### src/rtl/hps_bridge_pkg.sv
// hps_bridge_pkg: shared definitions for the HPS bridge responder.
//   state_t        responder FSM states (IDLE, WR_BURST, RD_BURST)
//   ID_VALUE       contents of the read-only ID word
//   UNMAPPED_VALUE value returned for reads of unmapped words
//   WA_*           word addresses of the register map
//   is_ram()       true when a word address falls in the scratch RAM window
//   ram_index()    scratch RAM row for a word address inside that window
package hps_bridge_pkg;

   typedef enum logic [1:0] {
      IDLE     = 2'd0,
      WR_BURST = 2'd1,
      RD_BURST = 2'd2
   } state_t;

   localparam logic [31:0] ID_VALUE       = 32'hDE10_0001;
   localparam logic [31:0] UNMAPPED_VALUE = 32'hDEAD_BEEF;

   localparam logic [31:0] WA_ID       = 32'h0000_0000;
   localparam logic [31:0] WA_LED      = 32'h0000_0001;
   localparam logic [31:0] WA_BOARD    = 32'h0000_0002;
   localparam logic [31:0] WA_STATS    = 32'h0000_0003;
   localparam logic [31:0] WA_RAM_BASE = 32'h0000_0004;
   localparam logic [31:0] WA_RAM_LAST = 32'h0000_0013;

   function automatic logic is_ram(input logic [31:0] word);
      return (word >= WA_RAM_BASE) && (word <= WA_RAM_LAST);
   endfunction

   function automatic logic [3:0] ram_index(input logic [31:0] word);
      return 4'(word - WA_RAM_BASE);
   endfunction

endpackage

### src/rtl/hps_bridge_responder_if.sv
// hps_bridge_responder_if: Avalon-MM slave bus of the HPS bridge responder.
//   avs_address/avs_burstcount  first-beat word address and beat count
//   avs_read/avs_write          command strobes
//   avs_writedata/avs_byteenable write data and per-byte enables
//   avs_debugaccess             carried for completeness, ignored by the slave
//   avs_waitrequest/avs_readdata/avs_readdatavalid  slave responses
// Modports: master (drives commands), slave (drives responses).
interface hps_bridge_responder_if #(
   parameter int unsigned ADDR_W  = 8,
   parameter int unsigned BURST_W = 4
);

   logic [ADDR_W-1:0]  avs_address;
   logic [BURST_W-1:0] avs_burstcount;
   logic               avs_read;
   logic               avs_write;
   logic [31:0]        avs_writedata;
   logic [3:0]         avs_byteenable;
   logic               avs_debugaccess;
   logic               avs_waitrequest;
   logic [31:0]        avs_readdata;
   logic               avs_readdatavalid;

   modport master (
      output avs_address, avs_burstcount, avs_read, avs_write,
             avs_writedata, avs_byteenable, avs_debugaccess,
      input  avs_waitrequest, avs_readdata, avs_readdatavalid
   );

   modport slave (
      input  avs_address, avs_burstcount, avs_read, avs_write,
             avs_writedata, avs_byteenable, avs_debugaccess,
      output avs_waitrequest, avs_readdata, avs_readdatavalid
   );

endinterface

### src/rtl/hps_bridge_regfile.sv
// hps_bridge_regfile: 16 x 32 scratch RAM.
//   clk    system clock
//   we     write strobe; waddr/wdata/be select row, data and enabled bytes
//   re     read strobe; rdata is loaded from row raddr on the same edge and
//          holds between reads
// Contents are deliberately not reset.
module hps_bridge_regfile (
   input  logic        clk,
   input  logic        we,
   input  logic [3:0]  waddr,
   input  logic [31:0] wdata,
   input  logic [3:0]  be,
   input  logic        re,
   input  logic [3:0]  raddr,
   output logic [31:0] rdata
);

   logic [31:0] mem [16];

   always_ff @(posedge clk) begin
      if (we) begin
         for (int unsigned b = 0; b < 4; b++) begin
            if (be[b]) begin
               mem[waddr][8*b +: 8] <= wdata[8*b +: 8];
            end
         end
      end
      if (re) begin
         rdata <= mem[raddr];
      end
   end

endmodule

### src/rtl/hps_bridge_responder.sv
// hps_bridge_responder: Avalon-MM burst slave exposing an ID word, an LED
// register, synchronised board inputs, an optional statistics word and a
// 16-word scratch RAM.
//   clk, reset  system clock, synchronous active-high reset
//   avs         slave side of hps_bridge_responder_if
//   led         LED register (word 0x01, bits [7:0])
//   sw, key     board inputs, double-flopped before use (word 0x02)
// Build option: define HPS_BRIDGE_RESP_STATS_EN to implement saturating
// write/read beat counters behind word 0x03; otherwise that word reads 0.
module hps_bridge_responder
   import hps_bridge_pkg::*;
#(
   parameter int unsigned ADDR_W  = 8,
   parameter int unsigned BURST_W = 4
) (
   input  logic                   clk,
   input  logic                   reset,
   hps_bridge_responder_if.slave  avs,
   output logic [7:0]             led,
   input  logic [3:0]             sw,
   input  logic [1:0]             key
);

   state_t             state, state_nxt;
   logic [ADDR_W-1:0]  addr, addr_nxt;
   logic [BURST_W-1:0] rem, rem_nxt, beats;
   logic [ADDR_W-1:0]  commit_addr, fetch_addr;
   logic               commit_en, fetch_en;
   logic [31:0]        commit_word, fetch_word;
   logic               commit_is_ram, fetch_is_ram;
   logic [31:0]        fetch_csr, stats_word;
   logic               rd_valid, sel_ram;
   logic [31:0]        csr_q, ram_q;
   logic [3:0]         sw_meta, sw_sync;
   logic [1:0]         key_meta, key_sync;
   logic               unused_debugaccess;

   assign unused_debugaccess = avs.avs_debugaccess;

   // Burst length with a burstcount of 0 treated as a single beat.
   assign beats = (avs.avs_burstcount == '0) ? BURST_W'(1) : avs.avs_burstcount;

   always_ff @(posedge clk) begin
      if (reset) begin
         state    <= IDLE;
         addr     <= '0;
         rem      <= '0;
         rd_valid <= 1'b0;
         csr_q    <= '0;
         sel_ram  <= 1'b0;
         led      <= '0;
         sw_meta  <= '0;
         sw_sync  <= '0;
         key_meta <= '0;
         key_sync <= '0;
      end else begin
         state    <= state_nxt;
         addr     <= addr_nxt;
         rem      <= rem_nxt;
         rd_valid <= fetch_en;
         if (fetch_en) begin
            csr_q   <= fetch_csr;
            sel_ram <= fetch_is_ram;
         end
         if (commit_en && (commit_word == WA_LED) && avs.avs_byteenable[0]) begin
            led <= avs.avs_writedata[7:0];
         end
         sw_meta  <= sw;
         sw_sync  <= sw_meta;
         key_meta <= key;
         key_sync <= key_meta;
      end
   end

   // rem counts beats still to be transferred after the current one. In
   // RD_BURST the beat on the bus is the one fetched on the previous edge, so
   // the state is held exactly as long as readdatavalid is high.
   always_comb begin
      state_nxt   = state;
      addr_nxt    = addr;
      rem_nxt     = rem;
      commit_en   = 1'b0;
      commit_addr = addr;
      fetch_en    = 1'b0;
      fetch_addr  = addr;
      unique case (state)
         IDLE: begin
            if (avs.avs_write) begin
               commit_en   = 1'b1;
               commit_addr = avs.avs_address;
               addr_nxt    = avs.avs_address + ADDR_W'(1);
               rem_nxt     = beats - BURST_W'(1);
               if (beats != BURST_W'(1)) begin
                  state_nxt = WR_BURST;
               end
            end else if (avs.avs_read) begin
               fetch_en   = 1'b1;
               fetch_addr = avs.avs_address;
               addr_nxt   = avs.avs_address + ADDR_W'(1);
               rem_nxt    = beats - BURST_W'(1);
               state_nxt  = RD_BURST;
            end
         end
         WR_BURST: begin
            if (avs.avs_write) begin
               commit_en = 1'b1;
               addr_nxt  = addr + ADDR_W'(1);
               rem_nxt   = rem - BURST_W'(1);
               if (rem == BURST_W'(1)) begin
                  state_nxt = IDLE;
               end
            end
         end
         RD_BURST: begin
            if (rem != '0) begin
               fetch_en = 1'b1;
               addr_nxt = addr + ADDR_W'(1);
               rem_nxt  = rem - BURST_W'(1);
            end else begin
               state_nxt = IDLE;
            end
         end
         default: state_nxt = IDLE;
      endcase
   end

   assign commit_word   = 32'(commit_addr);
   assign commit_is_ram = is_ram(commit_word);

   always_comb begin
      fetch_word   = 32'(fetch_addr);
      fetch_is_ram = 1'b0;
      fetch_csr    = UNMAPPED_VALUE;
      if (fetch_word == WA_ID) begin
         fetch_csr = ID_VALUE;
      end else if (fetch_word == WA_LED) begin
         fetch_csr = {24'h0, led};
      end else if (fetch_word == WA_BOARD) begin
         fetch_csr = {26'h0, key_sync, sw_sync};
      end else if (fetch_word == WA_STATS) begin
         fetch_csr = stats_word;
      end else if (is_ram(fetch_word)) begin
         fetch_is_ram = 1'b1;
         fetch_csr    = '0;
      end
   end

   hps_bridge_regfile u_regfile (
      .clk   (clk),
      .we    (commit_en && commit_is_ram && !reset),
      .waddr (ram_index(commit_word)),
      .wdata (avs.avs_writedata),
      .be    (avs.avs_byteenable),
      .re    (fetch_en && fetch_is_ram && !reset),
      .raddr (ram_index(fetch_word)),
      .rdata (ram_q)
   );

`ifdef HPS_BRIDGE_RESP_STATS_EN
   logic [15:0] wr_beats, rd_beats;

   always_ff @(posedge clk) begin
      if (reset) begin
         wr_beats <= '0;
         rd_beats <= '0;
      end else begin
         if (commit_en && (wr_beats != '1)) begin
            wr_beats <= wr_beats + 16'd1;
         end
         // A read beat counts once it is actually on the bus.
         if (rd_valid && (rd_beats != '1)) begin
            rd_beats <= rd_beats + 16'd1;
         end
      end
   end

   assign stats_word = {wr_beats, rd_beats};
`else
   assign stats_word = '0;
`endif

   // Both data sources are registers loaded only on a fetch, so readdata
   // holds its last beat while readdatavalid is low.
   assign avs.avs_readdata      = sel_ram ? ram_q : csr_q;
   assign avs.avs_readdatavalid = rd_valid;
   assign avs.avs_waitrequest   = (state == RD_BURST);

endmodule
### src/flat_wrapper.sv
// flat-port wrapper written by rule: the top's interface ports become plain ports
module hps_bridge_responder_flat import hps_bridge_pkg::*;
#(
   parameter int unsigned ADDR_W  = 8,
   parameter int unsigned BURST_W = 4
)
  (clk, reset, led, sw, key, avs_avs_address, avs_avs_burstcount, avs_avs_read, avs_avs_write, avs_avs_writedata, avs_avs_byteenable, avs_avs_debugaccess, avs_avs_waitrequest, avs_avs_readdata, avs_avs_readdatavalid);
  hps_bridge_responder_if #(.ADDR_W(ADDR_W), .BURST_W(BURST_W)) avs_i ();
  input  logic clk;
  input  logic reset;
  output logic [7:0] led;
  input  logic [3:0] sw;
  input  logic [1:0] key;
  input wire logic [$bits(avs_i.avs_address)-1:0] avs_avs_address;
  input wire logic [$bits(avs_i.avs_burstcount)-1:0] avs_avs_burstcount;
  input wire logic [$bits(avs_i.avs_read)-1:0] avs_avs_read;
  input wire logic [$bits(avs_i.avs_write)-1:0] avs_avs_write;
  input wire logic [$bits(avs_i.avs_writedata)-1:0] avs_avs_writedata;
  input wire logic [$bits(avs_i.avs_byteenable)-1:0] avs_avs_byteenable;
  input wire logic [$bits(avs_i.avs_debugaccess)-1:0] avs_avs_debugaccess;
  output wire logic [$bits(avs_i.avs_waitrequest)-1:0] avs_avs_waitrequest;
  output wire logic [$bits(avs_i.avs_readdata)-1:0] avs_avs_readdata;
  output wire logic [$bits(avs_i.avs_readdatavalid)-1:0] avs_avs_readdatavalid;
  assign avs_i.avs_address = avs_avs_address;
  assign avs_i.avs_burstcount = avs_avs_burstcount;
  assign avs_i.avs_read = avs_avs_read;
  assign avs_i.avs_write = avs_avs_write;
  assign avs_i.avs_writedata = avs_avs_writedata;
  assign avs_i.avs_byteenable = avs_avs_byteenable;
  assign avs_i.avs_debugaccess = avs_avs_debugaccess;
  assign avs_avs_waitrequest = avs_i.avs_waitrequest;
  assign avs_avs_readdata = avs_i.avs_readdata;
  assign avs_avs_readdatavalid = avs_i.avs_readdatavalid;
  hps_bridge_responder #(.ADDR_W(ADDR_W), .BURST_W(BURST_W)) u_core (.clk(clk), .reset(reset), .avs(avs_i), .led(led), .sw(sw), .key(key));
endmodule
### config.mk
export PLATFORM = sky130hd
export DESIGN_NAME = hps_bridge_responder_flat
export DESIGN_NICKNAME = d
export VERILOG_FILES = /design/src/rtl/hps_bridge_pkg.sv /design/src/rtl/hps_bridge_responder_if.sv /design/src/rtl/hps_bridge_regfile.sv /design/src/rtl/hps_bridge_responder.sv /design/src/flat_wrapper.sv
export SDC_FILE = /design/constraint.sdc
export NUM_CORES = 1
export LEC_CHECK = 0
export ABC_AREA = 1
export CAP_MARGIN = 20
export CORE_UTILIZATION = 25
export CTS_CLUSTER_DIAMETER = 40
export DETAILED_ROUTE_END_ITERATION = 10
export HOLD_SLACK_MARGIN = 0.1
export SETUP_SLACK_MARGIN = 0.15
export SKIP_LAST_GASP = 1
export SYNTH_ARGS = -nofsm -noshare
export SYNTH_HDL_FRONTEND = slang
export SYNTH_HIERARCHICAL = 1
export SYNTH_SLANG_ARGS = --single-unit
### constraint.sdc
create_clock -name clk -period 4.5 [get_ports clk]
set_input_delay 0.9 -clock clk [delete_from_list [all_inputs] [get_ports clk]]
set_output_delay 0.9 -clock clk [all_outputs]
set_load 0.02 [all_outputs]
==> summary.txt <==
status: finished, final reports clean
Fin Clk Skew: 0.0361 ns
Skew-Pair Late Insertion Delay: 0.64 ns
hold_buf cts: 0
die height: 326 um
Util after Layout: 30.8%
period utilization: 82.2%
DPL Wire Length: 41,500 um
Leakage: 0.0132 uW
Avg Vias per Cell: 4.24
post-CTS resize count: 0
WL/cell: 16.0 um
asr flop ratio synth: 0%
CORE AREA: 0.104 mm^2
Worst setup SP type: primary input
Finished Layout Cells: 4,244
count of cell types in the netlist: 38
worst r2r src: u_core/state[0]$_SDFFE_PP0P_
proportion of layout cells with a drive suffix above 1: 8.69%
Initial Util: 25.3%
register area share after synthesis: 65.9%
die area: 0.106 mm^2
PwrDens: 619 mW/mm^2
Main synth FF type: edfxtp_1
DRC viols: 0
GRT Residual Overflow: 0
max-cap viol count: 0
Final setup viols: 0
CP Max Fanout: 11
synthesized flop and latch total: 591
crit-path cells: clkdlybuf4s50_1, nand2_1, o21ai_0, ha_1, nand3_1, nand3b_1, nand2_1, a31oi_1, buf_4, nand2_1, buf_4, nor2_1, buf_4
hold depth: 2
clock root buffer: clkbuf_16
Fmax: 270 MHz
hold path start: u_core/sw_meta[3]$_SDFF_PP0_
post-layout min period: 3.70 ns
gpl congestion: 0.799
diodes inserted: 0
clk sinks: 591
antenna violations before repair: 5
TritonRoute pass-1 iters: 5
htree depth: 3
vias in the first global route: 16,900
Clk pin slew, worst setup/hold paths: 0.06 ns
Max VDD drop: 0.000484 V
Mapped Area: 0.0262 mm^2
Largest stage delay, worst path: 0.54 ns
Die Wd: 326 um
Buffers on Ports: 99
Final Net Count: 2,871
worst slack, placed: 0.300 ns
Worst EP required: 4.84 ns
Slew HR: 33.5%
Slew Limit Fails: 0
Filler cells: 10,500
Syn-to-layout area delta: 21.8%
Hold Vio Cnt, Final: 0
Ys Warns: 6
placed insts: 4,091
Routed WL: 68,000 um
DRT antenna net count: 0
arrival time of the worst setup path: 4.04 ns
reg2reg path depth: 14
Crit. Startpoint: avs_avs_write
CTS buffer count: 84
syn avg cell area: 9.92 um^2
setup TNS: 0 ns
register area: 0.0173 mm^2
Clock Tree Buf Depth: 3
CTS tree: done
top-level port count: 101
syn nets: 2,718
worst-margin pin slew: 0.996 ns
final worst setup slack: 0.801 ns
CP Capture Type: flip-flop
RSZ-0062 raised after global routing: no
HP Class: reg2reg
# rows: 118
first-pass GRT wire length: 102,000 um
Post-synth EDFFs: 544
multi-input logic area: 0.00641 mm^2
slowest CP cell: clkdlybuf4s50_1
cells after synthesis: 2,644
# Post-CTS Setup Buffers: 0
DRT iter0 DRCs: 1,503
largest net degree at the start of global routing: 154
via count: 18,000
Setup CP Type: in2reg
total track usage: 12.6%
worst reg-to-reg setup slack: 0.81 ns
-- worst max-delay path, delay by kind of cell --
kind,cells,cell delay (ns)
adder cells (fa/ha/maj),1,0.25
AND/OR/NAND/NOR,6,0.96
buffers and inverters,4,1.26
AO/OA/AOI/OAI,2,0.65
-- registers in the layout, indices dropped and copies added (netlist names) --
signal                        cells
u_core/u_regfile/mem            512
u_core/u_regfile/rdata           32
u_core/csr_q                     11
u_core/addr                       8
u_core/led                        8
u_core/rem                        4
u_core/sw_meta                    4
u_core/sw_sync                    4
u_core/key_meta                   2
u_core/key_sync                   2
u_core/state                      2
u_core/avs.avs_readdatavalid      1
u_core/sel_ram                    1
-- cell usage after synthesis, types with 5 or more instances --
| library cell | number | share of area [%] |
|---|---|---|
| o21ai_1 | 7 | 0.13 |
| nor2_1 | 107 | 1.5 |
| nand2_2 | 6 | 0.14 |
| nand3_1 | 400 | 7.6 |
| buf_2 | 46 | 0.88 |
| nand4_1 | 5 | 0.12 |
| edfxtp_1 | 544 | 62 |
| buf_1 | 14 | 0.20 |
| buf_4 | 12 | 0.34 |
| clkbuf_1 | 23 | 0.33 |
| ha_1 | 15 | 0.72 |
| o21ai_0 | 47 | 0.90 |
| a21oi_1 | 25 | 0.48 |
| nand2_1 | 816 | 12 |
| inv_1 | 466 | 6.7 |
| buf_6 | 28 | 1.2 |
| xor2_1 | 5 | 0.17 |
| dfxtp_1 | 47 | 3.6 |
-- layout make-up --
cell class / instances / area share (%)
Multi-Input combinational cell: 1459 / 20.1
Tap cell: 1380 / 5.41
Timing Repair Buffer: 192 / 5.60
Sequential cell: 591 / 54.1
Inverter: 469 / 5.54
Clock inverter: 56 / 2.34
Clock buffer: 97 / 6.98
-- logic make-up after synthesis --
family | synth area share (%)
compound gates | 1.86
xor+xnor | 0.234
fa+ha+maj | 0.716
buf+inv | 9.82
flops | 65.9
simple gates | 21.5
-- routing by layer --
layer  vias to the layer above  GRT usage [%]  share of wire, %
met5                         -              0             0.081
met4                        10           3.35               2.0
met3                       112           2.92               6.9
met2                       522           20.3                47
met1                      8509           17.1                45
li1                       8854              -                 -
-- path summary, 6_finish.rpt --
kind,endpoint
hold / removal,u_core/sw_sync[3]$_SDFF_PP0_
setup reg to reg,u_core/u_regfile/mem[2][16]$_DFFE_PP_
setup / recovery,u_core/u_regfile/mem[2][16]$_DFFE_PP_
hold reg to reg,u_core/sw_sync[3]$_SDFF_PP0_
-- power by group --
| part | internal [uW] | leakage, uW | switching [uW] |
|---|---|---|---|
| clock network | 4340 | 0.00141 | 2500 |
| registers | 6340 | 0.00528 | 79.5 |
| logic | 1900 | 0.00656 | 4630 |
| total | 12600 | 0.0132 | 7200 |
-- placed cells by master, fill, tap and decap left out, types with 3 or more instances in the layout --
cell	Yosys	final
buf_4	12	85
bufinv_16	0	13
nor2_1	107	106
clkdlybuf4s50_1	0	99
xor2_1	5	5
clkbuf_1	23	8
clkbuf_16	0	87
o22ai_1	3	3
nand4_1	5	5
edfxtp_1	544	544
buf_12	1	8
nand2_2	6	4
ha_1	15	15
dfxtp_1	47	46
clkinv_2	0	8
clkinv_4	0	4
nor3_1	3	3
a211oi_1	4	4
inv_6	1	7
nand2_1	816	816
a31oi_1	3	3
o21ai_0	47	46
a21oi_1	25	25
clkinvlp_4	0	12
nand3_1	400	400
clkinv_1	0	7
o21ai_1	7	7
inv_1	466	465
-- per-stage QoR --
| step | power, uW | hold slack, ns | cell area, um^2 |
|---|---|---|---|
| global route | 20800 | 0.434 | 31900 |
| floorplan | 11000 | 0.388 | 26200 |
| global placement | 13000 | 0.399 | 29000 |
| CTS | 19900 | 0.406 | 31900 |
| detailed placement | 13100 | 0.398 | 29000 |
| finish | 19800 | 0.404 | 31900 |
No activity file was read; power rests on OpenSTA's default activity.
